File: config.mk
export PLATFORM = sky130hd
export DESIGN_NAME = mem_lsu_stage
export DESIGN_NICKNAME = d
export VERILOG_FILES = /design/src/rtl/mem_lsu_stage.sv
export SDC_FILE = /design/constraint.sdc
export NUM_CORES = 1
export LEC_CHECK = 0
export ABC_CLOCK_PERIOD_IN_PS = 3200
export BUFFER_PORTS_ARGS = -buffer_cell sky130_fd_sc_hd__buf_2
export CAP_MARGIN = 5
export CORE_ASPECT_RATIO = 0.8
export CORE_MARGIN = 2
export CORE_UTILIZATION = 47
export CTS_CLUSTER_DIAMETER = 60
export DETAILED_ROUTE_END_ITERATION = 16
export PLACE_DENSITY = 0.75
export RECOVER_POWER = 100
export SYNTH_ARGS = -nofsm -noshare
export SYNTH_HDL_FRONTEND = slang
export SYNTH_SLANG_ARGS = --single-unit
export TNS_END_PERCENT = 30
File: constraint.sdc
create_clock -name clk -period 3.2 [get_ports clk]
set_input_delay 0.64 -clock clk [delete_from_list [all_inputs] [get_ports clk]]
set_output_delay 0.64 -clock clk [all_outputs]
set_load 0.05 [all_outputs]
File: src/rtl/mem_lsu_stage.sv
// Load/store memory stage between EX and WB with a req/gnt/rvalid data-memory handshake.
// Builds byte enables and lane-shifted store data, extends load data, and traps misaligned accesses.
module mem_lsu_stage #(
  parameter int DATA_WIDTH = 32,
  parameter int ADDR_WIDTH = 32
) (
  input  logic                    clk,
  input  logic                    rst_n,
  input  logic                    ex_valid_i,
  input  logic [3:0]              ex_mem_op_i,
  input  logic [ADDR_WIDTH-1:0]   ex_addr_i,
  input  logic [DATA_WIDTH-1:0]   ex_wdata_i,
  input  logic                    fwd_i,
  input  logic [4:0]              ex_rd_i,
  input  logic                    ex_regwrite_i,
  output logic                    stall_o,
  output logic                    dmem_req_o,
  output logic                    dmem_we_o,
  output logic [ADDR_WIDTH-1:0]   dmem_addr_o,
  output logic [DATA_WIDTH/8-1:0] dmem_be_o,
  output logic [DATA_WIDTH-1:0]   dmem_wdata_o,
  input  logic                    dmem_gnt_i,
  input  logic                    dmem_rvalid_i,
  input  logic [DATA_WIDTH-1:0]   dmem_rdata_i,
  output logic                    wb_valid_o,
  output logic [4:0]              wb_rd_o,
  output logic                    wb_regwrite_o,
  output logic [DATA_WIDTH-1:0]   wb_data_o,
  output logic                    exc_misalign_o,
  output logic [ADDR_WIDTH-1:0]   exc_addr_o
);
  localparam int NB   = DATA_WIDTH / 8;
  localparam int OFFW = $clog2(NB);

  typedef enum logic [1:0] {IDLE, REQ, WAIT} state_t;
  typedef enum logic [3:0] {
    OP_NONE, OP_LB, OP_LH, OP_LW, OP_LBU, OP_LHU, OP_LWU, OP_LD,
    OP_SB, OP_SH, OP_SW, OP_SD
  } mem_op_e;

  // sz: 0 byte, 1 half, 2 word, 3 double
  typedef struct packed {
    logic [1:0]      sz;
    logic            uns;
    logic [OFFW-1:0] off;
    logic [4:0]      rd;
    logic            regwrite;
  } req_t;

  function automatic logic [DATA_WIDTH-1:0] size_mask(input logic [1:0] s);
    case (s)
      2'd0:    return DATA_WIDTH'(8'hFF);
      2'd1:    return DATA_WIDTH'(16'hFFFF);
      2'd2:    return DATA_WIDTH'(32'hFFFF_FFFF);
      default: return '1;
    endcase
  endfunction

  state_t state_q, state_d;
  req_t   req_q;

  logic            is_ld, is_st, uns, misal, accept;
  logic [1:0]      sz;
  logic [OFFW-1:0] ex_off;
  logic [NB-1:0]   be_base, st_be;
  logic [DATA_WIDTH-1:0] st_src, st_data, ld_sh, ld_mask, ld_data;
  logic            ld_sign;

  always_comb begin
    is_ld = 1'b0;
    is_st = 1'b0;
    uns   = 1'b0;
    sz    = 2'd0;
    case (ex_mem_op_i)
      OP_LB:   begin is_ld = 1'b1; sz = 2'd0; end
      OP_LH:   begin is_ld = 1'b1; sz = 2'd1; end
      OP_LW:   begin is_ld = 1'b1; sz = 2'd2; end
      OP_LBU:  begin is_ld = 1'b1; sz = 2'd0; uns = 1'b1; end
      OP_LHU:  begin is_ld = 1'b1; sz = 2'd1; uns = 1'b1; end
      OP_LWU:  begin is_ld = 1'b1; sz = 2'd2; uns = 1'b1; end
      OP_LD:   begin is_ld = 1'b1; sz = 2'd3; end
      OP_SB:   begin is_st = 1'b1; sz = 2'd0; end
      OP_SH:   begin is_st = 1'b1; sz = 2'd1; end
      OP_SW:   begin is_st = 1'b1; sz = 2'd2; end
      OP_SD:   begin is_st = 1'b1; sz = 2'd3; end
      default: ;
    endcase
  end

  // A 32-bit datapath has no 64-bit or zero-extended-word accesses; trap them like misalignment.
  always_comb begin
    misal = 1'b0;
    case (sz)
      2'd1:    misal = ex_addr_i[0];
      2'd2:    misal = |ex_addr_i[1:0];
      2'd3:    misal = |ex_addr_i[2:0];
      default: misal = 1'b0;
    endcase
    if (DATA_WIDTH == 32 && (sz == 2'd3 || (sz == 2'd2 && uns)))
      misal = 1'b1;
  end

  assign accept = (state_q == IDLE) && ex_valid_i;
  assign ex_off = ex_addr_i[OFFW-1:0];

  always_comb begin
    case (sz)
      2'd0:    be_base = NB'(1'b1);
      2'd1:    be_base = NB'(2'b11);
      2'd2:    be_base = NB'(4'hF);
      default: be_base = '1;
    endcase
    st_src  = fwd_i ? wb_data_o : ex_wdata_i;
    st_be   = be_base << ex_off;
    st_data = (st_src & size_mask(sz)) << {ex_off, 3'b000};
  end

  always_comb begin
    ld_sh   = dmem_rdata_i >> {req_q.off, 3'b000};
    ld_mask = size_mask(req_q.sz);
    case (req_q.sz)
      2'd0:    ld_sign = ld_sh[7];
      2'd1:    ld_sign = ld_sh[15];
      2'd2:    ld_sign = ld_sh[31];
      default: ld_sign = 1'b0;
    endcase
    ld_data = ld_sh & ld_mask;
    if (!req_q.uns && ld_sign)
      ld_data = ld_data | ~ld_mask;
  end

  always_ff @(posedge clk or negedge rst_n) begin
    if (!rst_n) state_q <= IDLE;
    else        state_q <= state_d;
  end

  always_comb begin
    state_d    = state_q;
    stall_o    = (state_q != IDLE);
    dmem_req_o = (state_q == REQ);
    case (state_q)
      IDLE:    if (accept && (is_ld || is_st) && !misal) state_d = REQ;
      REQ:     if (dmem_gnt_i) state_d = dmem_we_o ? IDLE : WAIT;
      WAIT:    if (dmem_rvalid_i) state_d = IDLE;
      default: state_d = IDLE;
    endcase
  end

  always_ff @(posedge clk or negedge rst_n) begin
    if (!rst_n) begin
      req_q          <= '0;
      dmem_we_o      <= 1'b0;
      dmem_addr_o    <= '0;
      dmem_be_o      <= '0;
      dmem_wdata_o   <= '0;
      wb_valid_o     <= 1'b0;
      wb_rd_o        <= '0;
      wb_regwrite_o  <= 1'b0;
      wb_data_o      <= '0;
      exc_misalign_o <= 1'b0;
      exc_addr_o     <= '0;
    end else begin
      wb_valid_o     <= 1'b0;
      exc_misalign_o <= 1'b0;
      case (state_q)
        IDLE: if (accept) begin
          if (!(is_ld || is_st)) begin
            wb_valid_o    <= 1'b1;
            wb_data_o     <= DATA_WIDTH'(ex_addr_i);
            wb_rd_o       <= ex_rd_i;
            wb_regwrite_o <= ex_regwrite_i;
          end else if (misal) begin
            exc_misalign_o <= 1'b1;
            exc_addr_o     <= ex_addr_i;
            wb_valid_o     <= 1'b1;
            wb_rd_o        <= ex_rd_i;
            wb_regwrite_o  <= 1'b0;
          end else begin
            req_q        <= '{sz: sz, uns: uns, off: ex_off, rd: ex_rd_i, regwrite: ex_regwrite_i};
            dmem_we_o    <= is_st;
            dmem_addr_o  <= {ex_addr_i[ADDR_WIDTH-1:OFFW], OFFW'(0)};
            dmem_be_o    <= is_st ? st_be : '1;
            dmem_wdata_o <= is_st ? st_data : '0;
          end
        end
        REQ: if (dmem_gnt_i && dmem_we_o) begin
          wb_valid_o    <= 1'b1;
          wb_rd_o       <= req_q.rd;
          wb_regwrite_o <= 1'b0;
        end
        WAIT: if (dmem_rvalid_i) begin
          wb_valid_o    <= 1'b1;
          wb_data_o     <= ld_data;
          wb_rd_o       <= req_q.rd;
          wb_regwrite_o <= req_q.regwrite;
        end
        default: ;
      endcase
    end
  end

endmodule

==> flow_summary.toml <==
[global_routing]
antenna_found_initial = 1
grt_first_pass_wirelength_um = 37740
grt-ovfl-total = 0
grt_pass1_vias = 6571
grt.total_usage_pct = 27.79
grt_max_degree = 58

[synthesis]
synth-edff-count = 0
netlist_top_cells_count = "152 x dfrtp_1, 66 x mux2_2, 54 x nand2_1, 43 x nor2_1, 39 x mux2_4"
synthArstFlopShare_pct = 100.0
synth_area_leaders = "dfrtp_1 48%, mux2_2 9.3%, mux2_4 7.3%"
yosys_warnings = 0
yosysTopAreaCell = "dfrtp_1"
syn-mean-instance-area_um2 = 11.34
synth_area_mm2 = 0.007969
yosysTopAreaCellShare_pct = 47.73
yosysSeqAreaShare_pct = 47.73
synth_ff_type = "dfrtp_1"
synthCells = 703
yosysUniqueCellTypes = 60
yosys_register_bits = 152
synth.most_common_cell = "dfrtp_1"

[critical_path]
setup.worst_path.class = "reg -> reg"
critPathMaxFanout = 49
reg2reg_from = "state_q[0]"
r2r_setup_slack_ns = 0.50
reg2reg_depth = 9
start_kind = "flip-flop"
worst_ep_arrival_time_ns = 3.01
reg2reg_to = "wb_data_o[15]"
crit_path_end_kind = "flip-flop"
cp.required_ns = 3.51

[placed_design]
dp_hpwl_um = 18470
io_buffers = 252
dp_slack_ns = 0.4543
gp_congestion = 0.8940
dpl_cell_area_mm2 = 0.009409

[outcome]
status = "finished with violations"
violations = "capacitance limit, slew limit"

[power]
irDropWorstVdd_mv = 0.8311
powerDensity_mw_per_mm2 = 1241
p_leak_nw = 4.245

[clocking]
cts_tree = "yes"
ctsHoldBuffers = 0
clockBufferDepth = 2
clock_latency_ns = 0.42
cts-resized-gates = 0
numCtsBuffers = 17
postCtsSetupBuffers = 0
cts.htree.levels = 4
cts.sinks = 152
cts-root-buf = "clkbuf_16"
path_clk_slew_ns = 0.06

[timing]
tightest_slew_ns = 1.598
rsz0062_at_grt = "no"
setup_viol = 0
final.min_clock_period_ns = 2.699
fin_crit_sh_pct = 84.35
setup_tns_ns = 0
hold_viol_final = 0
setup_slack_ns = 0.5007
worst_clock_skew_ns = 0.006950
max_freq_mhz = 370.5
slew_violations = 32
slew_headroom_pct = -6.517

[layout]
utilization_pct = 58.34
fillCellCount = 1544
area_growth_pct = 21.18
regArea_mm2 = 0.003804
multi_input_area_mm2 = 0.003684
drive_gt1_share_pct = 25.13
fin_area_mm2 = 0.009657
nets = 1054

[floorplanning]
dieArea_mm2 = 0.01802
fp.dieH_um = 120.5
fp-row-count = 42
die_w_um = 149.6
num_io_pins = 255
initial_core_util_pct = 48.14
coreArea_mm2 = 0.01655

[job]
max_cap_violations = 1

[route]
avgViaCountPerCell = 5.776
num_vias = 6775
drcViolationCount = 0
routedWlPerCell_um = 20.95
drt-total-wl_um = 24580
drt_iter0_markers = 519
antenna_left = 0
drt-pass1-iter-count = 5

[min_path]
hold_path_class = "in -> async"
## worst max path at each step
stage | start | to | slack, ns | cells after the start
final | state_q[0] | wb_data_o[15] | 0.50 | 9
after CTS | state_q[0] | stall_o | 0.71 | 4
after global routing | state_q[0] | wb_data_o[18] | 0.31 | 9
after global placement | ex_mem_op_i[3] | dmem_be_o[3] | 0.49 | 7
after floorplan | ex_mem_op_i[2] | exc_addr_o[10] | 0.92 | 7
after detailed placement | ex_mem_op_i[3] | req_q[7] | 0.45 | 7
## layout by cell type, fill, tap and decap left out, types with 3 or more instances in the layout
master and count:
dfrtp_1 152, clkbuf_1 144, buf_2 110, mux2_2 65, nand2_1 54, nor2_1 44, mux2_1 42, o21ai_0 37
mux2i_1 36, a21oi_1 31, a22o_1 24, a22oi_1 17, clkbuf_16 17, a211oi_1 16, o22ai_1 15, buf_4 14
nor2b_1 11, inv_1 9, a32oi_1 9, nand3_1 8, o211ai_1 8, o31ai_1 8, o2bb2ai_1 8, nand2b_1 6
ha_1 4, clkinvlp_4 4, clkbuf_8 4, nor3_1 3, or2_2 3, nand3b_1 3
## flip-flops by register name, indices dropped and copies added, names as in the netlist
signal and flops:
dmem_addr_o 30, dmem_be_o 4, exc_misalign_o 1, state_q 2, dmem_we_o 1, dmem_wdata_o 32
req_q 11, wb_data_o 32, wb_valid_o 1, exc_addr_o 32, wb_rd_o 5, wb_regwrite_o 1
## where the power goes
group	total [mW]	switching, mW	internal, mW
registers	3.50	0.689	2.81
logic	6.45	4.81	1.64
clock network	2.04	0.807	1.23
total	12.0	6.30	5.68
## cells by family (layout without fill, tap and decap cells)
logic type	after synthesis	after routing	synth area share [%]
other cells	1	4	0.04706
mux	146	146	22.19
xor+xnor	1	1	0.1099
fa+ha+maj	4	4	0.6281
simple gates	145	145	8.604
compound gates	188	188	16.39
flops	152	152	47.73
buf+inv	66	313	4.302
## through the flow
step | std cells | total power, mW | hold slack (ns)
2_1_floorplan | 704 | 8.626 | 0.3444
3_3_place_gp | 1139 | 10.30 | 0.4715
3_5_place_dp | 1139 | 10.39 | 0.4714
4_1_cts | 1171 | 12.46 | 0.1692
5_1_grt | 1172 | 12.58 | 0.1785
6_report | 1173 | 11.98 | 0.1516
## worst max-delay path, stage by stage, from the launching register on
cell and delay, ns:
dfrtp_1 0.42, inv_1 0.12, ha_1 0.47, inv_1 0.21
a211oi_2 0.22, buf_4 0.20, nand2_1 0.06, clkbuf_2 0.50
a21oi_1 0.30, a21oi_1 0.09
## per-layer routing
metal	track usage (%)	vias up	part of all wire (%)
met1	40.21	3328	45
met5	0	-	0
met3	6.415	35	8.4
li1	-	3064	-
met2	41.06	348	45
met4	9.762	0	2.4
## area by class of cell
cell class	count	share of cell area, %
Multi-Input combinational cell	486	38.14
Antenna cell	2	0.05183
Sequential cell	152	39.39
Inverter	9	0.3498
Tap cell	220	2.850
Clock buffer	22	5.014
Clock inverter	10	1.218
Timing Repair Buffer	272	12.98
Note: power is estimated with default switching activity, not from simulation.
